--- src/rtl/dot_update_writer_if.sv ---
// Bus bundle between the CPU dot port, the writer and the VGA dot-position registers.
// slave = writer view, master = CPU/VGA-side view.
interface dot_update_writer_if;
  logic        screenEnd;
  logic        req_valid;
  logic [31:0] req_id;
  logic [9:0]  req_x;
  logic [8:0]  req_y;
  logic        req_ready;
  logic        id_err;
  logic        dotWren;
  logic        is_Yloc;
  logic [31:0] dotID;
  logic [31:0] dotLoc;
  logic        busy;
  logic        frame_ack;

  modport slave (
    input  screenEnd, req_valid, req_id, req_x, req_y,
    output req_ready, id_err, dotWren, is_Yloc, dotID, dotLoc, busy, frame_ack
  );

  modport master (
    output screenEnd, req_valid, req_id, req_x, req_y,
    input  req_ready, id_err, dotWren, is_Yloc, dotID, dotLoc, busy, frame_ack
  );
endinterface

--- src/rtl/dot_update_writer.sv ---
// Buffers CPU dot-position requests and replays each as strobed X then Y writes after a frame edge.
// Optional macro DOT_CLAMP_EN saturates coordinates to 639/479 at push time.
module dot_update_writer #(
  parameter int NUM_DOTS   = 20,
  parameter int FIFO_DEPTH = 8
) (
  input logic               clk,
  input logic               reset,
  dot_update_writer_if.slave bus
);
  localparam int AW = $clog2(FIFO_DEPTH);
  localparam logic [AW:0] PTR_ONE = 1;

  typedef enum logic [2:0] {
    IDLE, SET_X, STROBE_X, HOLD_X, SET_Y, STROBE_Y, HOLD_Y
  } state_t;

  logic [31:0] mem_id [FIFO_DEPTH];
  logic [9:0]  mem_x  [FIFO_DEPTH];
  logic [8:0]  mem_y  [FIFO_DEPTH];

  state_t      state_q;
  logic [AW:0] wr_q, rd_q, count;
  logic [AW:0] rd_inc;
  logic [AW-1:0] wr_idx, rd_idx, rd_nxt_idx;
  logic        se_q;
  logic        full, empty, id_ok, push, reject, frame_edge, more_d;
  logic [9:0]  push_x;
  logic [8:0]  push_y;
  logic [31:0] ld_id_d;
  logic [9:0]  ld_x_d;
  logic [8:0]  ld_y_d;
  logic [31:0] dot_id_q, dot_loc_q;
  logic [8:0]  cur_y_q;
  logic        is_y_q, wren_q, busy_q, ack_q, id_err_q;

`ifdef DOT_CLAMP_EN
  function automatic logic [9:0] sat_x(input logic [9:0] v);
    return (v > 10'd639) ? 10'd639 : v;
  endfunction

  function automatic logic [8:0] sat_y(input logic [8:0] v);
    return (v > 9'd479) ? 9'd479 : v;
  endfunction

  assign push_x = sat_x(bus.req_x);
  assign push_y = sat_y(bus.req_y);
`else
  assign push_x = bus.req_x;
  assign push_y = bus.req_y;
`endif

  assign count      = wr_q - rd_q;
  assign rd_inc     = rd_q + PTR_ONE;
  assign wr_idx     = wr_q[AW-1:0];
  assign rd_idx     = rd_q[AW-1:0];
  assign rd_nxt_idx = rd_inc[AW-1:0];
  assign empty      = (wr_q == rd_q);
  assign full       = (wr_q[AW] != rd_q[AW]) && (wr_idx == rd_idx);
  assign id_ok      = (bus.req_id < 32'(NUM_DOTS));
  assign push       = bus.req_valid && !full && id_ok;
  assign reject     = bus.req_valid && !full && !id_ok;
  assign frame_edge = bus.screenEnd && !se_q;

  // In HOLD_Y the next head is either the entry behind the one being popped,
  // or, when that was the last one, a request being pushed in this very cycle.
  assign more_d = (count > PTR_ONE) || push;

  always_comb begin
    ld_id_d = mem_id[rd_idx];
    ld_x_d  = mem_x[rd_idx];
    ld_y_d  = mem_y[rd_idx];
    if (state_q == HOLD_Y) begin
      if (count > PTR_ONE) begin
        ld_id_d = mem_id[rd_nxt_idx];
        ld_x_d  = mem_x[rd_nxt_idx];
        ld_y_d  = mem_y[rd_nxt_idx];
      end else begin
        ld_id_d = bus.req_id;
        ld_x_d  = push_x;
        ld_y_d  = push_y;
      end
    end
  end

  always_ff @(posedge clk) begin
    if (push) begin
      mem_id[wr_idx] <= bus.req_id;
      mem_x[wr_idx]  <= push_x;
      mem_y[wr_idx]  <= push_y;
    end
  end

  always_ff @(posedge clk) begin
    if (reset) begin
      state_q   <= IDLE;
      wr_q      <= '0;
      rd_q      <= '0;
      se_q      <= 1'b1;
      dot_id_q  <= '0;
      dot_loc_q <= '0;
      cur_y_q   <= '0;
      is_y_q    <= 1'b0;
      wren_q    <= 1'b0;
      busy_q    <= 1'b0;
      ack_q     <= 1'b0;
      id_err_q  <= 1'b0;
    end else begin
      se_q     <= bus.screenEnd;
      id_err_q <= reject;
      ack_q    <= 1'b0;
      if (push) wr_q <= wr_q + PTR_ONE;
      case (state_q)
        IDLE: begin
          if (frame_edge && !empty) begin
            state_q   <= SET_X;
            busy_q    <= 1'b1;
            dot_id_q  <= ld_id_d;
            dot_loc_q <= {22'd0, ld_x_d};
            cur_y_q   <= ld_y_d;
            is_y_q    <= 1'b0;
          end
        end
        SET_X: begin
          state_q <= STROBE_X;
          wren_q  <= 1'b1;
        end
        STROBE_X: begin
          state_q <= HOLD_X;
          wren_q  <= 1'b0;
        end
        HOLD_X: begin
          state_q   <= SET_Y;
          dot_loc_q <= {23'd0, cur_y_q};
          is_y_q    <= 1'b1;
        end
        SET_Y: begin
          state_q <= STROBE_Y;
          wren_q  <= 1'b1;
        end
        STROBE_Y: begin
          state_q <= HOLD_Y;
          wren_q  <= 1'b0;
        end
        HOLD_Y: begin
          rd_q <= rd_inc;
          if (more_d) begin
            state_q   <= SET_X;
            dot_id_q  <= ld_id_d;
            dot_loc_q <= {22'd0, ld_x_d};
            cur_y_q   <= ld_y_d;
            is_y_q    <= 1'b0;
          end else begin
            state_q <= IDLE;
            busy_q  <= 1'b0;
            ack_q   <= 1'b1;
          end
        end
        default: begin
          state_q <= IDLE;
          busy_q  <= 1'b0;
          wren_q  <= 1'b0;
        end
      endcase
    end
  end

  assign bus.req_ready = !full;
  assign bus.id_err    = id_err_q;
  assign bus.dotWren   = wren_q;
  assign bus.is_Yloc   = is_y_q;
  assign bus.dotID     = dot_id_q;
  assign bus.dotLoc    = dot_loc_q;
  assign bus.busy      = busy_q;
  assign bus.frame_ack = ack_q;
endmodule

--- src/flat_wrapper.sv ---
// flat-port wrapper written by rule: the top's interface ports become plain ports
module dot_update_writer_flat 
#(
  parameter int NUM_DOTS   = 20,
  parameter int FIFO_DEPTH = 8
)
  (clk, reset, bus_screenEnd, bus_req_valid, bus_req_id, bus_req_x, bus_req_y, bus_req_ready, bus_id_err, bus_dotWren, bus_is_Yloc, bus_dotID, bus_dotLoc, bus_busy, bus_frame_ack);
  dot_update_writer_if bus_i ();
  input logic clk;
  input logic reset;
  input wire logic [$bits(bus_i.screenEnd)-1:0] bus_screenEnd;
  input wire logic [$bits(bus_i.req_valid)-1:0] bus_req_valid;
  input wire logic [$bits(bus_i.req_id)-1:0] bus_req_id;
  input wire logic [$bits(bus_i.req_x)-1:0] bus_req_x;
  input wire logic [$bits(bus_i.req_y)-1:0] bus_req_y;
  output wire logic [$bits(bus_i.req_ready)-1:0] bus_req_ready;
  output wire logic [$bits(bus_i.id_err)-1:0] bus_id_err;
  output wire logic [$bits(bus_i.dotWren)-1:0] bus_dotWren;
  output wire logic [$bits(bus_i.is_Yloc)-1:0] bus_is_Yloc;
  output wire logic [$bits(bus_i.dotID)-1:0] bus_dotID;
  output wire logic [$bits(bus_i.dotLoc)-1:0] bus_dotLoc;
  output wire logic [$bits(bus_i.busy)-1:0] bus_busy;
  output wire logic [$bits(bus_i.frame_ack)-1:0] bus_frame_ack;
  assign bus_i.screenEnd = bus_screenEnd;
  assign bus_i.req_valid = bus_req_valid;
  assign bus_i.req_id = bus_req_id;
  assign bus_i.req_x = bus_req_x;
  assign bus_i.req_y = bus_req_y;
  assign bus_req_ready = bus_i.req_ready;
  assign bus_id_err = bus_i.id_err;
  assign bus_dotWren = bus_i.dotWren;
  assign bus_is_Yloc = bus_i.is_Yloc;
  assign bus_dotID = bus_i.dotID;
  assign bus_dotLoc = bus_i.dotLoc;
  assign bus_busy = bus_i.busy;
  assign bus_frame_ack = bus_i.frame_ack;
  dot_update_writer #(.NUM_DOTS(NUM_DOTS), .FIFO_DEPTH(FIFO_DEPTH)) u_core (.clk(clk), .reset(reset), .bus(bus_i));
endmodule
--- config.mk ---
export PLATFORM = sky130hd
export DESIGN_NAME = dot_update_writer_flat
export DESIGN_NICKNAME = d
export VERILOG_FILES = /design/src/rtl/dot_update_writer_if.sv /design/src/rtl/dot_update_writer.sv /design/src/flat_wrapper.sv
export SDC_FILE = /design/constraint.sdc
export NUM_CORES = 1
export LEC_CHECK = 0
export ABC_CLOCK_PERIOD_IN_PS = 7200
export CORE_MARGIN = 2
export CORE_UTILIZATION = 55
export DETAILED_ROUTE_END_ITERATION = 8
export HOLD_SLACK_MARGIN = 0.05
export PLACE_DENSITY = 0.74
export SETUP_SLACK_MARGIN = 0.02
export SYNTH_ARGS = -nofsm -noshare
export SYNTH_HDL_FRONTEND = slang
export SYNTH_SLANG_ARGS = --single-unit
export TNS_END_PERCENT = 30
--- constraint.sdc ---
create_clock -name clk -period 7.2 [get_ports clk]
set_clock_uncertainty 0.1 [all_clocks]
set_input_delay 0.72 -clock clk [delete_from_list [all_inputs] [get_ports clk]]
set_output_delay 0.72 -clock clk [all_outputs]
set_load 0.005 [all_outputs]
-- Word level (Yosys, flattened, before mapping)
Memories as Yosys holds them, arrays and structs flattened. A register that Yosys moved wholly into a read port is not among the register bits.
Index checks and enable logic that the tools add are counted.
- register bits: 90
- RAM bits: 408
- input bits: 55
- output and inout bits: 70
- memories kept: 3
- $add $sub $neg: 3
- $lt $le $gt $ge: 2
- equality and inequality tests: 12
- muxes and demuxes: 34
- bitwise logic cells: 2
- reductions and logical operators: 21
- memory list (name ; words ; width ; rd ports ; clocked after memory_dff ; write ports ; line ; RTL):
    u_core.mem_id ; 8 ; 32 ; 2 ; 1 ; 1 ; dot_update_writer.sv:18 ; logic [31:0] mem_id [FIFO_DEPTH];
    u_core.mem_x ; 8 ; 10 ; 2 ; 1 ; 1 ; dot_update_writer.sv:19 ; logic [9:0] mem_x [FIFO_DEPTH];
    u_core.mem_y ; 8 ; 9 ; 2 ; 1 ; 1 ; dot_update_writer.sv:20 ; logic [8:0] mem_y [FIFO_DEPTH];
- operators with widths (operator ; count):
    32-bit 2-to-1 mux ; 6
    32-bit case mux with 3 select lines ; 1
    32-bit case mux with 2 select lines ; 1
    9-bit 2-to-1 mux ; 4
    32-bit by 5-bit less-than comparator with 1-bit output, second input constant ; 1
    3-bit 2-to-1 mux ; 7
    3-bit case mux with 7 select lines ; 1
    10-bit 2-to-1 mux ; 2
    9-bit case mux with 2 select lines ; 1
    3-bit == test, second input constant ; 3
    3-bit AND reduction ; 3
    4-bit by 1-bit adder with 4-bit output, second input constant ; 2
    1-bit 2-to-1 mux ; 8
    3-bit by 2-bit == test with 1-bit output, second input constant ; 2
    1-bit logical AND ; 6
    1-bit case mux with 3 select lines ; 2
    5-bit OR reduction ; 1
    4-bit == test ; 1
    4-bit by 1-bit > comparator with 1-bit output, second input constant ; 1
    1-bit logical NOT ; 4
    2-bit by 1-bit != test with 1-bit output, second input constant ; 2
    2-bit OR reduction ; 2
    4-bit subtractor ; 1
    3-bit by 1-bit == test with 1-bit output, second input constant ; 1
    10 further kinds ; 11

-- Logic depth before layout (Yosys ltp)
Gate-level depths: netlist of the first run.
- depth in word-level cells: 8
- gate-level depth with buffers: 12
- mapped depth without buffers: 10

-- Worst setup path after synthesis of the first run
OpenSTA, ideal clock, no wires.
- path type: input port to flip-flop
- start point: input bus_req_id[16]
- end point: memory u_core.mem_id[4][0] (enable)
- setup time: 0.533 ns
- data arrival time: 5.551 ns
- data required time: 6.567 ns
- setup slack: 1.016 ns
- stages: 5
- path buffers: 0
- cells stage by stage: nor4_2 -> nand4_2 -> nor3_4 -> nand2_1 -> nor3b_1
- cells in the longest elaborated chain, start to end: 4
- ends and longest elaborated chain (what ; line ; RTL):
    start, declared ; flat_wrapper.sv:13 ; input wire logic [$bits(bus_i.req_id)-1:0] bus_req_id;
    32-bit by 5-bit less-than comparator with 1-bit output ; dot_update_writer.sv:60 ; assign id_ok = (bus.req_id < 32'(NUM_DOTS));
    1-bit logical AND ; dot_update_writer.sv:61 ; assign push = bus.req_valid && !full && id_ok;
    1-bit 2-to-1 mux ; dot_update_writer.sv:87 ; if (push) begin
    1-bit 2-to-1 mux (not written as such) ; dot_update_writer.sv:88 ; mem_id[wr_idx] <= bus.req_id;
    end, declared ; dot_update_writer.sv:18 ;
Every way passes these cells.

-- Worst setup path after layout of the first run
- start point: input bus_req_id[30]
- end point: memory u_core.mem_id[6][12] (enable)
Same word-level chain as after synthesis.

==> results.txt, run 1 <==
Core Rows = 74
Synth Instances = 1,244
post-route minimum period = 4.46 ns
Max Root-Sink Buffers = 3
antenna-violating nets left = 0
Worst EP arrival = 4.60 ns
IO Port Bufs = 102
Final Slew Violations = 0
vias in the first global route = 13,300
Die Ht = 206 um
switching part of the total power = 19.1%
Worst-Margin Slew = 1.21 ns
final core utilization = 63.2%
Crit path required time = 7.33 ns
clk slew on worst S/H paths = 0.06 ns
Post-synth ARST share = 0%
most numerous cell in the Yosys netlist = edfxtp_1
CTS root buf = clkbuf_16
via count = 13,000
CP max FO = 25
grt total ovfl = 0
Commonest cells post-synth = 408 x edfxtp_1, 198 x mux4_2, 71 x dfxtp_1
Critical Path Start Type = input pin
clock network power share = 47.9%
crit path capture type = flop
first-pass GRT wire length = 82,500 um
CTS Hold Bufs = 0
Synth Flop Type = edfxtp_1
Warnings, synthesis = 0
area leader, netlist = edfxtp_1
Synth area leaders = edfxtp_1 54%, mux4_2 20%, dfxtp_1 6.3%, mux2i_1 3.0%, mux2_2 1.8%
DR pass1 iterations = 5
status = complete, no violations
Peak Freq = 224 MHz
DRC viols = 0
nets = 1,386
type of the worst setup path = input pin to flop
Avg WL per Cell = 29.1 um
maxcap violations = 0
Net Sw Power = 1140 uW
fin cells = 1,900
sequential-to-total area share from yosys stat = 60.7%
placed insts = 1,805
power density cells = 231 nW/um^2
post-cts sizing count = 0
setup TNS = 0 ns
final WL = 55,200 um
initial antenna violation count = 4
largest net degree at the start of global routing = 81
cts bufs inserted = 50
placed instance area = 23,800 sq um
die area = 42,600 sq um
Core Region = 40,600 sq um
Fin. Hold Viols = 0
DIE WIDTH = 206 um
H-tree levels = 2
unrepaired setup endpoints after global routing = no
post-synthesis cell type count = 56
CTS tree = done
Clock Latency Late Sink = 0.57 ns
num ports = 125
worst relative slew slack = 19.6%
Comb pwr share = 1.5%
clock sinks = 479
postcts setup bufs = 0
final worst-path cycle share = 62.0%
Post-synth EDFFs = 408
DR iter-0 viols = 1,523
worst vdd ir = 0.147 mV
Area Overhead vs Synth = 14.0%
sequential power share = 50.6%
leakage = 0.00760 uW
global placement routability congestion = 0.825
Post-Syn Area = 22,500 sq um
DR vias/cell = 6.84
Final Cell Area = 25,700 sq um
Int Power = 4800 uW
GR Util All Layers = 26.5%
setup violators final = 0
worst min-delay path class = flop to flop
Detail Placement HPWL = 29,500 um
Starting Density = 55.4%
post-synthesis sequential element count = 479
Pwr Total = 5940 uW
Mapped Avg Cell Area = 18.1 sq um
ratio of cells with drive above 1 in the final layout = 29.4%
area share of the largest cell type after synthesis = 54.4%
==> metrics by stage <==
stage	setup WS [ns]	hold WS [ns]
2_1_floorplan	1.02	0.332
3_3_place_gp	2.32	0.356
3_5_place_dp	2.24	0.354
4_1_cts	2.81	0.370
5_1_grt	2.67	0.400
6_report	2.74	0.375
==> power by group through the flow <==
| stage | combinational [uW] | sequential, uW | clock, uW |
|---|---|---|---|
| after floorplan | 21.3 | 3070 | 0 |
| after global placement | 82.8 | 3060 | 0 |
| after detailed placement | 85.2 | 3060 | 0 |
| after CTS | 85.4 | 3000 | 2870 |
| after global routing | 92.7 | 3000 | 2980 |
| final | 86.4 | 3000 | 2840 |
==> registers in the layout, indices dropped and copies added, names as in the netlist, 3 cells and up, named ones only <==
register           count
u_core.cur_y_q         9
u_core.wr_q            4
u_core.mem_y          72
u_core.mem_x          80
u_core.state_q         3
u_core.bus.dotLoc     10
u_core.rd_q            4
u_core.mem_id        256
u_core.bus.dotID      32
==> worst max-delay path: stages <==
cell	delay (ns)
clkdlybuf4s50_1	0.64
nor4_1	0.73
nand4_1	0.43
nor3_4	0.53
nand2_1	0.29
nor2_4	0.82
buf_4	0.42
==> final timing paths <==
check | from | end | slack [ns] | depth (start not counted)
worst min-delay path | u_core.cur_y_q[7] | u_core.cur_y_q[7] | 0.38 | 2
worst max-delay path | bus_req_id[30] | u_core.mem_id[6][12] | 2.74 | 7
worst min register to register | u_core.cur_y_q[7] | u_core.cur_y_q[7] | 0.38 | 2
worst max register to register | u_core.rd_q[0] | u_core.cur_y_q[4] | 3.34 | 10
==> layout make-up <==
class,instances,area [sq um]
clock inverters,28,413
multi-input cells,659,8180
flip-flops and latches,479,13700
diodes,1,2.50
clock buffers,66,1440
fillers,2779,15000
repair buffers,130,1280
inverters,5,18.8
well taps,532,666
==> logic make-up (layout without fill, tap and decap cells) <==
kind of cell	count (synthesis)	in the layout	share of synthesized area [%]
AO/OA/AOI/OAI	136	136	5.14
XOR/XNOR	9	9	0.433
adder cells (fa/ha/maj)	6	6	0.367
buffers and inverters	127	229	3.66
flip-flops	479	479	60.7
multiplexers	308	308	25.3
other	1	23	0.0166
AND/OR/NAND/NOR	178	178	4.35
==> cells in the final DEF, fill, tap and decap left out, types with 4 or more instances in the layout <==
cell,netlist,routed
edfxtp_1,408,408
mux4_2,198,198
clkdlybuf4s50_1,0,101
mux2i_1,67,67
dfxtp_1,71,67
clkbuf_16,0,53
nand3_1,44,44
mux2_2,37,37
nand2_1,36,35
nand2b_1,31,31
o221ai_1,30,30
o22ai_2,30,30
a21oi_1,27,27
buf_4,32,24
conb_1,1,22
nor2_1,22,20
o2111ai_1,12,12
o21ai_0,11,11
bufinv_16,0,10
nand3b_1,9,9
nor4_1,8,8
a221oi_1,7,7
o32ai_1,7,7
clkinv_1,0,7
clkbuf_1,30,7
mux4_1,6,6
clkbuf_8,0,6
inv_1,5,5
xnor2_1,5,5
nor3_1,7,5
clkinvlp_4,0,5
nor3b_2,0,4
ha_1,5,4
buf_12,0,4
==> layer usage <==
metal | share of wire [%] | track usage (%) | vias to the layer above | wire length (um)
met5 | 0.074 | 0 | - | 41
met4 | 2.3 | 6.86 | 6 | 1250
met3 | 8.5 | 3.69 | 112 | 4700
met2 | 49 | 43.3 | 710 | 27100
met1 | 40 | 38.0 | 6825 | 22100
li1 | - | - | 5342 | -
Note: power is estimated with default switching activity, not from simulation.
==> inputs of run 2 (changes only) <==
- ABC_CLOCK_PERIOD_IN_PS: 7200 -> 4300
- clock period: 7.2 -> 4.3 ns (I/O delays scaled with it)
==> run 2 against run 1 <==
Against the previous run: die area unchanged; hold slack got worse by 0.034 ns; first-iteration DRC count decreased by 15%; clock power increased by 61%; largest power group unchanged.
==> results.txt, run 2 (synthesized netlist as in run 1, its figures left out) <==
R2R Path Start = u_core.wr_q[1] (was u_core.rd_q[0])
Starting Density = 55.4% (unchanged)
top flop regs = u_core.mem_id (256), u_core.mem_x (80), u_core.mem_y (72) (unchanged)
first-pass GRT wire length = 82,900 um (was 82,500 um)
postcts setup bufs = 0 (unchanged)
DR pass1 iterations = 5 (unchanged)
worst vdd ir = 0.291 mV (was 0.147 mV)
worst min-delay path class = input pin to flop (was flop to flop)
Detail Placement HPWL = 31,200 um (was 29,500 um)
CP max-delay cell = a211oi_2 (was nor2_4)
commonest non-fill, non-tap cell in the layout = edfxtp_1 (unchanged)
status = complete, no violations (unchanged)
unrepaired setup endpoints after global routing = no (unchanged)
maxcap violations = 0 (unchanged)
CTS tree = done (unchanged)
via count = 13,000 (about the same)
H-tree levels = 2 (unchanged)
Area Overhead vs Synth = 15.2% (was 14.0%)
# fillers = 2,791 (was 2,779)
Clock Latency Late Sink = 0.58 ns (was 0.57 ns)
CTS root buf = clkbuf_16 (unchanged)
crit path capture type = flop (unchanged)
Fin. Hold Viols = 0 (unchanged)
CP max FO = 25 (unchanged)
Critical Path Start Type = flop (was input pin)
nets = 1,413 (was 1,386)
ratio of cells with drive above 1 in the final layout = 30.9% (was 29.4%)
cts bufs inserted = 50 (unchanged)
worst hold slack = 0.341 ns (was 0.375 ns)
Peak Freq = 269 MHz
Worst EP arrival = 4.11 ns (was 4.60 ns)
Placement Setup Slack = 0.643 ns (was 2.24 ns)
setup TNS = 0 ns (unchanged)
vias in the first global route = 13,400 (was 13,300)
diode count = 0 (was 1)
Crit path required time = 4.69 ns (was 7.33 ns)
Top delay family on crit path = compound AO/OA/AOI/OAI gates (was simple AND/OR/NAND/NOR gates)
antenna-violating nets left = 0 (unchanged)
IO Port Bufs = 102 (unchanged)
setup violators final = 0 (unchanged)
clk slew on worst S/H paths = 0.06 ns (about the same)
most frequent cells in the layout = 408 x edfxtp_1, 198 x mux4_2, 101 x clkdlybuf4s50_1 (unchanged)
Avg WL per Cell = 28.5 um (was 29.1 um)
Final Slew Violations = 0 (unchanged)
DRC viols = 0 (unchanged)
type of the worst setup path = flop to flop (was input pin to flop)
Top reg by flops = u_core.mem_id (unchanged)
final worst-path cycle share = 86.6%
max reg flops = 256 (unchanged)
Core Region = 40,600 sq um (unchanged)
largest net degree at the start of global routing = 63 (was 81)
post-route minimum period = 3.72 ns
final WL = 54,900 um (was 55,200 um)
Critical Path Source = u_core.wr_q[1] (was bus_req_id[30])
power density cells = 377 nW/um^2 (was 231 nW/um^2)
crit-path max cell delay = 1.14 ns (was 0.82 ns)
Pwr Total = 9770 uW (was 5940 uW)
GR Util All Layers = 26.7% (was 26.5%)
CP bufs+invs = 0 (was 2)
leakage = 0.00774 uW (was 0.00760 uW)
initial antenna violation count = 1 (was 4)
num ports = 125 (unchanged)
Die Ht = 206 um (unchanged)
Multi-input gate area = 8190 sq um (was 8180 sq um)
post-cts sizing count = 0 (unchanged)
DR vias/cell = 6.73 (was 6.84)
worst-path cell chain = fa_1 -> nand2b_1 -> a21o_2 -> a211oi_2 -> a211oi_1 -> nor4_1 (was clkdlybuf4s50_1 -> nor4_1 -> nand4_1 -> nor3_4 -> nand2_1 -> nor2_4 -> buf_4)
global placement routability congestion = 0.801 (was 0.825)
PnR worst setup slack = 0.576 ns (was 2.74 ns)
CTS Hold Bufs = 0 (unchanged)
grt total ovfl = 0 (unchanged)
hold path startpoint = bus_screenEnd (was u_core.cur_y_q[7])
Core Rows = 74 (unchanged)
Register Area = 13,700 sq um (unchanged)
clock sinks = 479 (unchanged)
Worst-Margin Slew = 1.27 ns (was 1.21 ns)
Max Root-Sink Buffers = 3 (unchanged)
die area = 42,600 sq um (unchanged)
DIE WIDTH = 206 um (unchanged)
worst relative slew slack = 15.1% (was 19.6%)
DR iter-0 viols = 1,299 (was 1,523)
run 2: final timing paths:
| path | depth (start not counted) | endpoint | slack [ns] |
|---|---|---|---|
| hold / removal | 2 | u_core.se_q | 0.34 |
| hold reg to reg | 2 | u_core.cur_y_q[1] | 0.36 |
| setup reg to reg | 6 | u_core.bus.dotLoc[1] | 0.58 |
| setup / recovery | 6 | u_core.bus.dotLoc[1] | 0.58 |
run 2: final cells by class:
class,instances,share of cell area (%)
Clock inverter,30,1.43
Multi-Input combinational cell,659,31.6
Tap cell,532,2.57
Timing Repair Buffer,157,6.23
Sequential cell,479,52.8
Inverter,5,0.0724
Clock buffer,62,5.36
run 2: report_power, final:
part / internal (uW) / switching (uW) / total [uW]
combinational: 56.3 / 94.4 / 151
sequential: 5030 / 0.224 / 5030
clock: 2780 / 1810 / 4580
run 2: layer usage:
metal  wire length, um  GRT usage (%)  up-vias  share of wire [%]
met4              1440           8.93        2                2.6
met3              4460           4.35      102                8.1
li1                  -              -     5398                  -
met5                17              0        -              0.031
met1             21800           36.6     6818                 40
met2             27200           44.1      630                 49
run 2: per-stage QoR:
stage          area [sq um]  util (%)  instances
2_1_floorplan         22600         -       1265
3_3_place_gp          24200      59.5       1832
3_5_place_dp          24200      59.5       1832
4_1_cts               25900      63.8       1924
5_1_grt               25900      63.8       1924
6_report              25900      63.8       1924
